File: config.mk
export PLATFORM = sky130hd
export DESIGN_NAME = cpu_sequencer_flat
export DESIGN_NICKNAME = d
export VERILOG_FILES = /design/src/rtl/cpu_seq_pkg.sv /design/src/rtl/cpu_sequencer_if.sv /design/src/rtl/fetch_timeout_ctr.sv /design/src/rtl/cpu_sequencer.sv /design/src/flat_wrapper.sv
export SDC_FILE = /design/constraint.sdc
export NUM_CORES = 1
export LEC_CHECK = 0
export BUFFER_PORTS_ARGS = -buffer_cell sky130_fd_sc_hd__buf_2
export CORE_ASPECT_RATIO = 0.9
export CORE_MARGIN = 3
export CORE_UTILIZATION = 40
export DETAILED_ROUTE_END_ITERATION = 12
export PLACE_DENSITY = 0.7
export SETUP_SLACK_MARGIN = 0.1
export SLEW_MARGIN = 20
export SYNTH_ARGS = -nofsm -noshare
export SYNTH_HDL_FRONTEND = slang
export SYNTH_SLANG_ARGS = --single-unit
export TNS_END_PERCENT = 5
File: constraint.sdc
create_clock -name clk -period 4.25 [get_ports clk]
set_clock_uncertainty 0.05 [all_clocks]
set_input_delay 0.425 -clock clk [delete_from_list [all_inputs] [get_ports clk]]
set_output_delay 0.425 -clock clk [all_outputs]
set_load 0.01 [all_outputs]
File: src/rtl/cpu_seq_pkg.sv
// rtl/cpu_seq_pkg.sv - shared types and constants for the CPU control sequencer
//
// Contents:
//   seq_state_t  sequencer FSM states (S_PAUSE is only reachable when the
//                CPU_SEQ_SINGLE_STEP_EN build option is defined)
//   HALT_INSTR   instruction word that stops the sequencer
//   OP_IMM       opcode of immediate ALU ops (shared with the decoder)
//   OP_BRANCH    opcode of conditional branches (shared with the decoder)
package cpu_seq_pkg;

    typedef enum logic [2:0] {
        S_IDLE    = 3'd0,
        S_FETCH   = 3'd1,
        S_DECODE  = 3'd2,
        S_EXECUTE = 3'd3,
        S_HALT    = 3'd4,
        S_FAULT   = 3'd5,
        S_PAUSE   = 3'd6
    } seq_state_t;

    localparam logic [31:0] HALT_INSTR = 32'h0000_0000;
    localparam logic [6:0]  OP_IMM     = 7'd19;
    localparam logic [6:0]  OP_BRANCH  = 7'd99;

endpackage

File: src/rtl/cpu_sequencer_if.sv
// rtl/cpu_sequencer_if.sv - instruction-memory fetch handshake bundle
//
// Signals:
//   imem_req    fetch request, driven by the sequencer
//   imem_valid  instruction word valid this cycle, driven by memory
//   imem_rdata  32-bit instruction word, driven by memory
// Modports:
//   master  sequencer side
//   slave   instruction-memory side
interface cpu_sequencer_if;

    logic        imem_req;
    logic        imem_valid;
    logic [31:0] imem_rdata;

    modport master (
        output imem_req,
        input  imem_valid,
        input  imem_rdata
    );

    modport slave (
        input  imem_req,
        output imem_valid,
        output imem_rdata
    );

endinterface

File: src/rtl/fetch_timeout_ctr.sv
// rtl/fetch_timeout_ctr.sv - counts missed fetch cycles and flags the timeout
//
// Parameters:
//   TIMEOUT    number of missed cycles that constitutes a timeout (>= 1)
// Ports:
//   clk        system clock
//   i_clear    synchronous clear (highest priority)
//   i_en       one missed cycle this clock
//   o_expired  this missed cycle is the TIMEOUT-th one
module fetch_timeout_ctr #(
    parameter int TIMEOUT = 16
) (
    input  logic clk,
    input  logic i_clear,
    input  logic i_en,
    output logic o_expired
);

    localparam int CW = $clog2(TIMEOUT + 1);

    logic [CW-1:0] r_count;

    always_ff @(posedge clk) begin
        if (i_clear) begin
            r_count <= '0;
        end else if (i_en) begin
            r_count <= r_count + 1'b1;
        end
    end

    // Flags during the miss that brings the count to TIMEOUT, so the FSM can
    // leave FETCH on that same edge; a valid word in that cycle never counts.
    assign o_expired = i_en && (r_count == CW'(TIMEOUT - 1));

endmodule

File: src/rtl/cpu_sequencer.sv
// rtl/cpu_sequencer.sv - multi-cycle fetch/decode/execute control sequencer
//
// Build option: CPU_SEQ_SINGLE_STEP_EN adds the step input and the PAUSE state.
// Parameters:
//   CNT_W        width of the retired-instruction counter
//   TIMEOUT      missed FETCH cycles before FAULT (>= 1)
// Ports:
//   clk, rst     clock, synchronous active-high reset
//   start        begin/resume execution (IDLE and HALT only)
//   step         single-step release from PAUSE (option only)
//   imem         fetch handshake (master side)
//   instr        instruction register, feeds the decoder
//   dec_regwrite decoder register-write request
//   dec_pcsrc    decoder next-PC select
//   rf_we        register-file write strobe (EXECUTE only)
//   pc_en        PC update strobe (EXECUTE only)
//   pc_sel       next-PC select, meaningful while pc_en is high
//   busy         FETCH, DECODE, EXECUTE or PAUSE
//   halted       in HALT
//   fault        in FAULT
//   retired      executed-instruction count, wraps silently
module cpu_sequencer
    import cpu_seq_pkg::*;
#(
    parameter int CNT_W   = 32,
    parameter int TIMEOUT = 16
) (
    input  logic             clk,
    input  logic             rst,
    input  logic             start,
`ifdef CPU_SEQ_SINGLE_STEP_EN
    input  logic             step,
`endif
    cpu_sequencer_if.master  imem,
    output logic [31:0]      instr,
    input  logic             dec_regwrite,
    input  logic             dec_pcsrc,
    output logic             rf_we,
    output logic             pc_en,
    output logic             pc_sel,
    output logic             busy,
    output logic             halted,
    output logic             fault,
    output logic [CNT_W-1:0] retired
);

    seq_state_t       r_state;
    seq_state_t       w_next_state;
    logic [31:0]      r_instr;
    logic [CNT_W-1:0] r_retired;
    logic             w_in_fetch;
    logic             w_expired;

    assign w_in_fetch = (r_state == S_FETCH);

    // Holding the counter clear outside FETCH gives a fresh count on every
    // FETCH entry, and the rst term covers the in-flight fetch case.
    fetch_timeout_ctr #(
        .TIMEOUT (TIMEOUT)
    ) u_timeout (
        .clk       (clk),
        .i_clear   (rst || !w_in_fetch),
        .i_en      (w_in_fetch && !imem.imem_valid),
        .o_expired (w_expired)
    );

    always_ff @(posedge clk) begin
        if (rst) begin
            r_state   <= S_IDLE;
            r_instr   <= '0;
            r_retired <= '0;
        end else begin
            r_state <= w_next_state;
            if (w_in_fetch && imem.imem_valid) begin
                r_instr <= imem.imem_rdata;
            end
            if (r_state == S_EXECUTE) begin
                r_retired <= r_retired + 1'b1;
            end
        end
    end

    always_comb begin
        w_next_state = r_state;
        case (r_state)
            S_IDLE: begin
                if (start) w_next_state = S_FETCH;
            end
            S_FETCH: begin
                if (imem.imem_valid) w_next_state = S_DECODE;
                else if (w_expired)  w_next_state = S_FAULT;
            end
            S_DECODE: begin
                w_next_state = (r_instr == HALT_INSTR) ? S_HALT : S_EXECUTE;
            end
            S_EXECUTE: begin
`ifdef CPU_SEQ_SINGLE_STEP_EN
                w_next_state = S_PAUSE;
`else
                w_next_state = S_FETCH;
`endif
            end
`ifdef CPU_SEQ_SINGLE_STEP_EN
            S_PAUSE: begin
                if (step) w_next_state = S_FETCH;
            end
`endif
            S_HALT: begin
                if (start) w_next_state = S_FETCH;
            end
            S_FAULT: begin
                w_next_state = S_FAULT;
            end
            default: begin
                w_next_state = S_IDLE;
            end
        endcase
    end

    always_comb begin
        imem.imem_req = 1'b0;
        rf_we         = 1'b0;
        pc_en         = 1'b0;
        pc_sel        = 1'b0;
        busy          = 1'b0;
        halted        = 1'b0;
        fault         = 1'b0;
        case (r_state)
            S_FETCH: begin
                imem.imem_req = 1'b1;
                busy          = 1'b1;
            end
            S_DECODE: begin
                busy = 1'b1;
            end
            S_EXECUTE: begin
                busy   = 1'b1;
                pc_en  = 1'b1;
                pc_sel = dec_pcsrc;
                rf_we  = dec_regwrite;
            end
            S_PAUSE: begin
                busy = 1'b1;
            end
            S_HALT: begin
                halted = 1'b1;
            end
            S_FAULT: begin
                fault = 1'b1;
            end
            default: begin
                busy = 1'b0;
            end
        endcase
    end

    assign instr   = r_instr;
    assign retired = r_retired;

endmodule

File: src/flat_wrapper.sv
// flat-port wrapper written by rule: the top's interface ports become plain ports
module cpu_sequencer_flat import cpu_seq_pkg::*;
#(
    parameter int CNT_W   = 32,
    parameter int TIMEOUT = 16
)
  (clk, rst, start, instr, dec_regwrite, dec_pcsrc, rf_we, pc_en, pc_sel, busy, halted, fault, retired, imem_imem_req, imem_imem_valid, imem_imem_rdata);
  cpu_sequencer_if imem_i ();
  input  logic clk;
  input  logic rst;
  input  logic start;
  output logic [31:0] instr;
  input  logic dec_regwrite;
  input  logic dec_pcsrc;
  output logic rf_we;
  output logic pc_en;
  output logic pc_sel;
  output logic busy;
  output logic halted;
  output logic fault;
  output logic [CNT_W-1:0] retired;
  output wire logic [$bits(imem_i.imem_req)-1:0] imem_imem_req;
  input wire logic [$bits(imem_i.imem_valid)-1:0] imem_imem_valid;
  input wire logic [$bits(imem_i.imem_rdata)-1:0] imem_imem_rdata;
  assign imem_imem_req = imem_i.imem_req;
  assign imem_i.imem_valid = imem_imem_valid;
  assign imem_i.imem_rdata = imem_imem_rdata;
  cpu_sequencer #(.CNT_W(CNT_W), .TIMEOUT(TIMEOUT)) u_core (.clk(clk), .rst(rst), .start(start), .imem(imem_i), .instr(instr), .dec_regwrite(dec_regwrite), .dec_pcsrc(dec_pcsrc), .rf_we(rf_we), .pc_en(pc_en), .pc_sel(pc_sel), .busy(busy), .halted(halted), .fault(fault), .retired(retired));
endmodule
# Word level (Yosys, flattened, before mapping)
# Index checks and enable logic that the tools add are counted.
[totals] regBits=72 input_bits=38 out_inout_bits=71 wordCells=38
[classes] n_addsub=2 n_eq_ne=9 n_mux=12 reduce_logical=11
[op_table] operator="32-bit by 1-bit adder with 32-bit output, second input constant" count=1
[op_table] operator="32-bit logical NOT" count=1
[op_table] operator="3-bit one-hot mux with 5 select lines" count=1
[op_table] operator="3-bit two-way mux" count=4
[op_table] operator="3-bit == test, second input constant" count=3
[op_table] operator="1-bit two-way mux" count=7
[op_table] operator="3-bit by 2-bit == test with 1-bit output, second input constant" count=2
[op_table] operator="5-bit by 1-bit adder with 5-bit output, second input constant" count=1
[op_table] operator="5-bit by 4-bit == test with 1-bit output, second input constant" count=1
[op_table] operator="4-bit OR reduction" count=1
[op_table] operator="3-bit by 1-bit == test with 1-bit output, second input constant" count=1
[op_table] operator="1-bit logical AND" count=3
[op_table] operator="3-bit logical NOT" count=1
[op_table] operator="3-bit != test, second input constant" count=1
[op_table] operator="1-bit logical NOT" count=2
[op_table] operator="2-bit by 1-bit != test with 1-bit output, second input constant" count=1
[op_table] operator="2-bit AND reduction" count=1
[op_table] operator="2-bit OR reduction" count=1
[op_table] operator="1-bit logical OR" count=1

# Logic depth before layout (Yosys ltp)
[depth] ltp_word=6 ltp_mapped=7 mapped_depth_nobuf=7

# Hierarchy
# From an unflattened synthesis, not the netlist that was laid out.
[unflattened] cells_unflattened=400 area_unflattened_um2=3342.0
[modules_own_cells] mod="cpu_sequencer" instances=1 cells_per_inst=376 area_per_inst_um2=3081.7 seq_area_each_um2=1341.3
[modules_own_cells] mod="fetch_timeout_ctr" instances=1 cells_per_inst=24 area_per_inst_um2=260.2 seq_area_each_um2=100.1

# Least setup slack after synthesis
# OpenSTA, ideal clock, no wires.
[synth_path] kind="reg-to-reg" start="register u_core.r_retired[0], in the netlist u_core.retired[0]" end="register u_core.r_retired[26], in the netlist u_core.retired[26]" setup_ns=0.070 t_arrival_ns=1.909 t_required_ns=4.130 path_slack_ns=2.220 stages_incl_launch_ff=7 n_path_buf=1 period_less_slack_ns=2.030 cell_sequence="dfxtp_1 -> ha_1 -> nand2_1 -> or4_1 -> clkbuf_1 -> or4_1 -> a21oi_1"
[synth_via] elab_chain_cells=1
[synth_lines] item="start, declared" line_no="cpu_sequencer.sv:50" text="logic [CNT_W-1:0] r_retired;"
[synth_lines] item="start signal, assigned" line_no="cpu_sequencer.sv:78" text="r_retired <= r_retired + 1'b1;"
[synth_lines] item="32-bit by 1-bit adder with 32-bit output" line_no="cpu_sequencer.sv:78"
# No other way between the ends.
# A chain may end at the register's enable or synchronous reset.

# Worst setup path in the final report
[layout_path] start="register u_core.r_state[1]" end="register u_core.r_retired[26], in the netlist u_core.retired[26]"
[layout_via] elab_chain_cells=1
[layout_lines] item="start, declared" line_no="cpu_sequencer.sv:47" text="seq_state_t r_state;"
[layout_lines] item="start signal, assigned" line_no="cpu_sequencer.sv:73" text="r_state <= w_next_state;"
[layout_lines] item="3-bit by 2-bit == test with 1-bit output" line_no="cpu_sequencer.sv:77" text="if (r_state == S_EXECUTE) begin"
# No other way between the ends.

==> qor.yml <==
pwr:
  power_mw: 1.47
  p_per_area_nw_per_um2: 367
  power_leakage_nw: 1.68
  ir_drop_mv: 0.199
synthesis:
  synth_common_cells: "nand2_1 (83), dfxtp_1 (72), a21oi_1 (51), nor2_1 (24), clkbuf_1 (21)"
  seq_area_frac_synth_pct: 44.9
  synthMostInstantiatedCell: "nand2_1"
  ys_async_sr_fraction_pct: 0
  synthesis.nets: 440
  synth_edf_count: 0
  ys_warn_count: 0
  synth_area_per_cell_um2: 8.05
  yosys-top-cells-area: "dfxtp_1 (45%), nand2_1 (9.7%), a21oi_1 (7.9%), nor2_1 (2.8%), or4_1 (2.8%)"
  ys.flop_type: "dfxtp_1"
  synth_top_area_share_pct: 44.9
  syn_area_um2: 3210
  synth.distinct_cells: 36
  synth_cells: 399
  ys_ff_latch: 72
  synth_top_cell_by_area: "dfxtp_1"
grt:
  antenna_found_initial: 0
  grt_pass1_wl_um: 14000
  grtUsageTotal_pct: 18.6
  grt_remaining_overflow: 0
  grt_start_max_net_pins: 53
  grt_pass1_vias: 3134
placed_design:
  gp_congestion: 0.768
  port_buffers: 108
  post-dp-hpwl_um: 5900
detailed_routing:
  drc_errors: 0
  via_count: 3166
  drt_iter0_markers: 111
  wl_um: 8220
  ant_nets: 0
  firstDrtPassIters: 4
  viasPerCell: 5.31
  wl_per_cell_um: 13.8
critical_path:
  cp_slowest_cell: "or4_1"
  crit_path_cell_trace: "nand4b_4 > or4_1 > or4_1 > a21oi_1"
  reg2reg_from: "u_core.r_state[1]"
  endpoint_kind: "flop"
  r2r_slack_ns: 1.92
  reg2reg_depth: 4
  crit_fanout: 16
  worstPathRequired_ns: 4.46
  setup.worst_path.start_class: "flop"
  worstPathArrival_ns: 2.54
  worstSetupPathType: "reg2reg"
  r2r-end: "u_core.retired[26]"
  cpMostUsedCell: "or4_1"
  cp_slowest_stage_delay_ns: 0.71
run:
  max_cap_viol_count: 0
cts:
  insertion_delay_ns: 0.35
  cts_root_buf: "clkbuf_8"
  clk_pin_slew_ns: 0.08
  h-tree-depth: 3
  clock_sinks: 72
  post_cts_resized: 0
  post_cts_buffers: 0
  postCtsHoldBufs: 0
  cts_tree: "built"
  clockBufferDepth: 2
  cts_buffers: 9
sta:
  fin_crit_ns: 2.33
  hold_viol: 0
  rsz0062_at_grt: "no"
  finalSetupTns_ns: 0
  slew_viol_final: 0
  setup_violations: 0
  finalCritPeriodShare_pct: 54.9
  worstMarginPinSlew_ns: 1.05
  max_freq_mhz: 428
  max_slew_margin_pct: 29.9
layout:
  drive_gt1_share_pct: 26.4
  final_nets: 536
  antennaDiodeCount: 0
  area_delta_synth_final_pct: 24.3
  nFillCells: 772
die:
  die_area_um2: 9150
  die_w_um: 100
  io_pins: 109
  start_util_pct: 42.0
  fp.coreArea_um2: 7660
  row_count: 30
  die_h_um: 91.0
hold_path:
  min_delay_worst_endpoint: "u_core.instr[8]"
  hold_path.class: "in2reg"
  hold_depth: 3
  holdCritStartpoint: "imem_imem_rdata[8]"
status:
  outcome: "finished, final reports clean"
==> sequential cells by signal, summed over array words and instances (netlist names) <==
signal,flops
u_core.instr,32
u_core.r_state,3
u_core.retired,32
u_core.u_timeout.r_count,5
==> worst max path at each step <==
stage	slack, ns	endpoint	start
floorplan	2.22	u_core.retired[26]	u_core.retired[0]
global placement	1.98	u_core.retired[26]	u_core.r_state[1]
detailed placement	1.86	u_core.instr[6]	u_core.r_state[0]
CTS	1.84	u_core.instr[24]	u_core.r_state[0]
global route	1.65	u_core.instr[24]	u_core.r_state[0]
finish	1.92	u_core.retired[26]	u_core.r_state[1]
==> report_power, final <==
group	total (mW)	switching (mW)	internal (mW)
sequential	0.730	0.0291	0.701
clock	0.552	0.263	0.289
combinational	0.184	0.111	0.0735
==> cells in the final DEF (no fill, tap or decap), types with 3 or more instances in the layout <==
cell type  count
nor4_1        13
nand2b_1       5
nand4_1       10
o31ai_1       10
xor2_1         8
inv_1          6
mux2_2         5
ha_1           3
nand2_1       83
xnor2_1        6
or3_1          6
nor2b_1        8
nor3_1         6
o21ai_0        7
clkbuf_8      10
and3_1         5
and4_1         5
a21oi_1       51
dfxtp_1       72
nor2_1        24
or4_1         12
buf_2        108
nand3_1       13
==> critical path, delay by kind of cell (launching register included) <==
kind,cells,cell delay [ns]
AO/OA/AOI/OAI,1,0.16
flip-flops,1,0.66
AND/OR/NAND/NOR,3,1.37
==> cell families after synthesis <==
group	share of synthesized area, %
compound gates	12.9
xor+xnor	3.82
fa+ha+maj	1.17
buf+inv	3.50
flops	44.9
mux	2.06
simple gates	31.7
==> layer usage <==
layer / vias up / wire [µm] / part of all wire (%) / GRT usage (%)
li1: 1598 / - / - / -
met5: - / 0 / 0 / 0
met3: 16 / 826 / 10 / 8.68
met4: 0 / 138 / 1.7 / 7.07
met2: 101 / 3710 / 45 / 29.2
met1: 1451 / 3550 / 43 / 21.9
==> cell type report <==
type                    instances  area, µm²  share of cell area, %
multi-input cells             297       1660                   41.6
flip-flops and latches         72       1440                   36.1
inverters                       6       22.5                  0.564
clock inverters                 6       65.1                   1.63
clock buffers                  10        138                   3.45
repair buffers                109        548                   13.7
well taps                      96        120                   3.01
==> stage by stage <==
stage | setup WS, ns | instances | utilization, % | cell area (µm²) | hold slack [ns]
after floorplan | 2.22 | 399 | - | 3210 | 0.404
after global placement | 1.98 | 580 | 49.5 | 3790 | 0.406
after detailed placement | 1.86 | 580 | 49.5 | 3790 | 0.414
after CTS | 1.84 | 596 | 52.2 | 3990 | 0.240
after global routing | 1.65 | 596 | 52.2 | 4000 | 0.255
final | 1.92 | 596 | 52.2 | 4000 | 0.260
(Power assumes the default switching activity.)
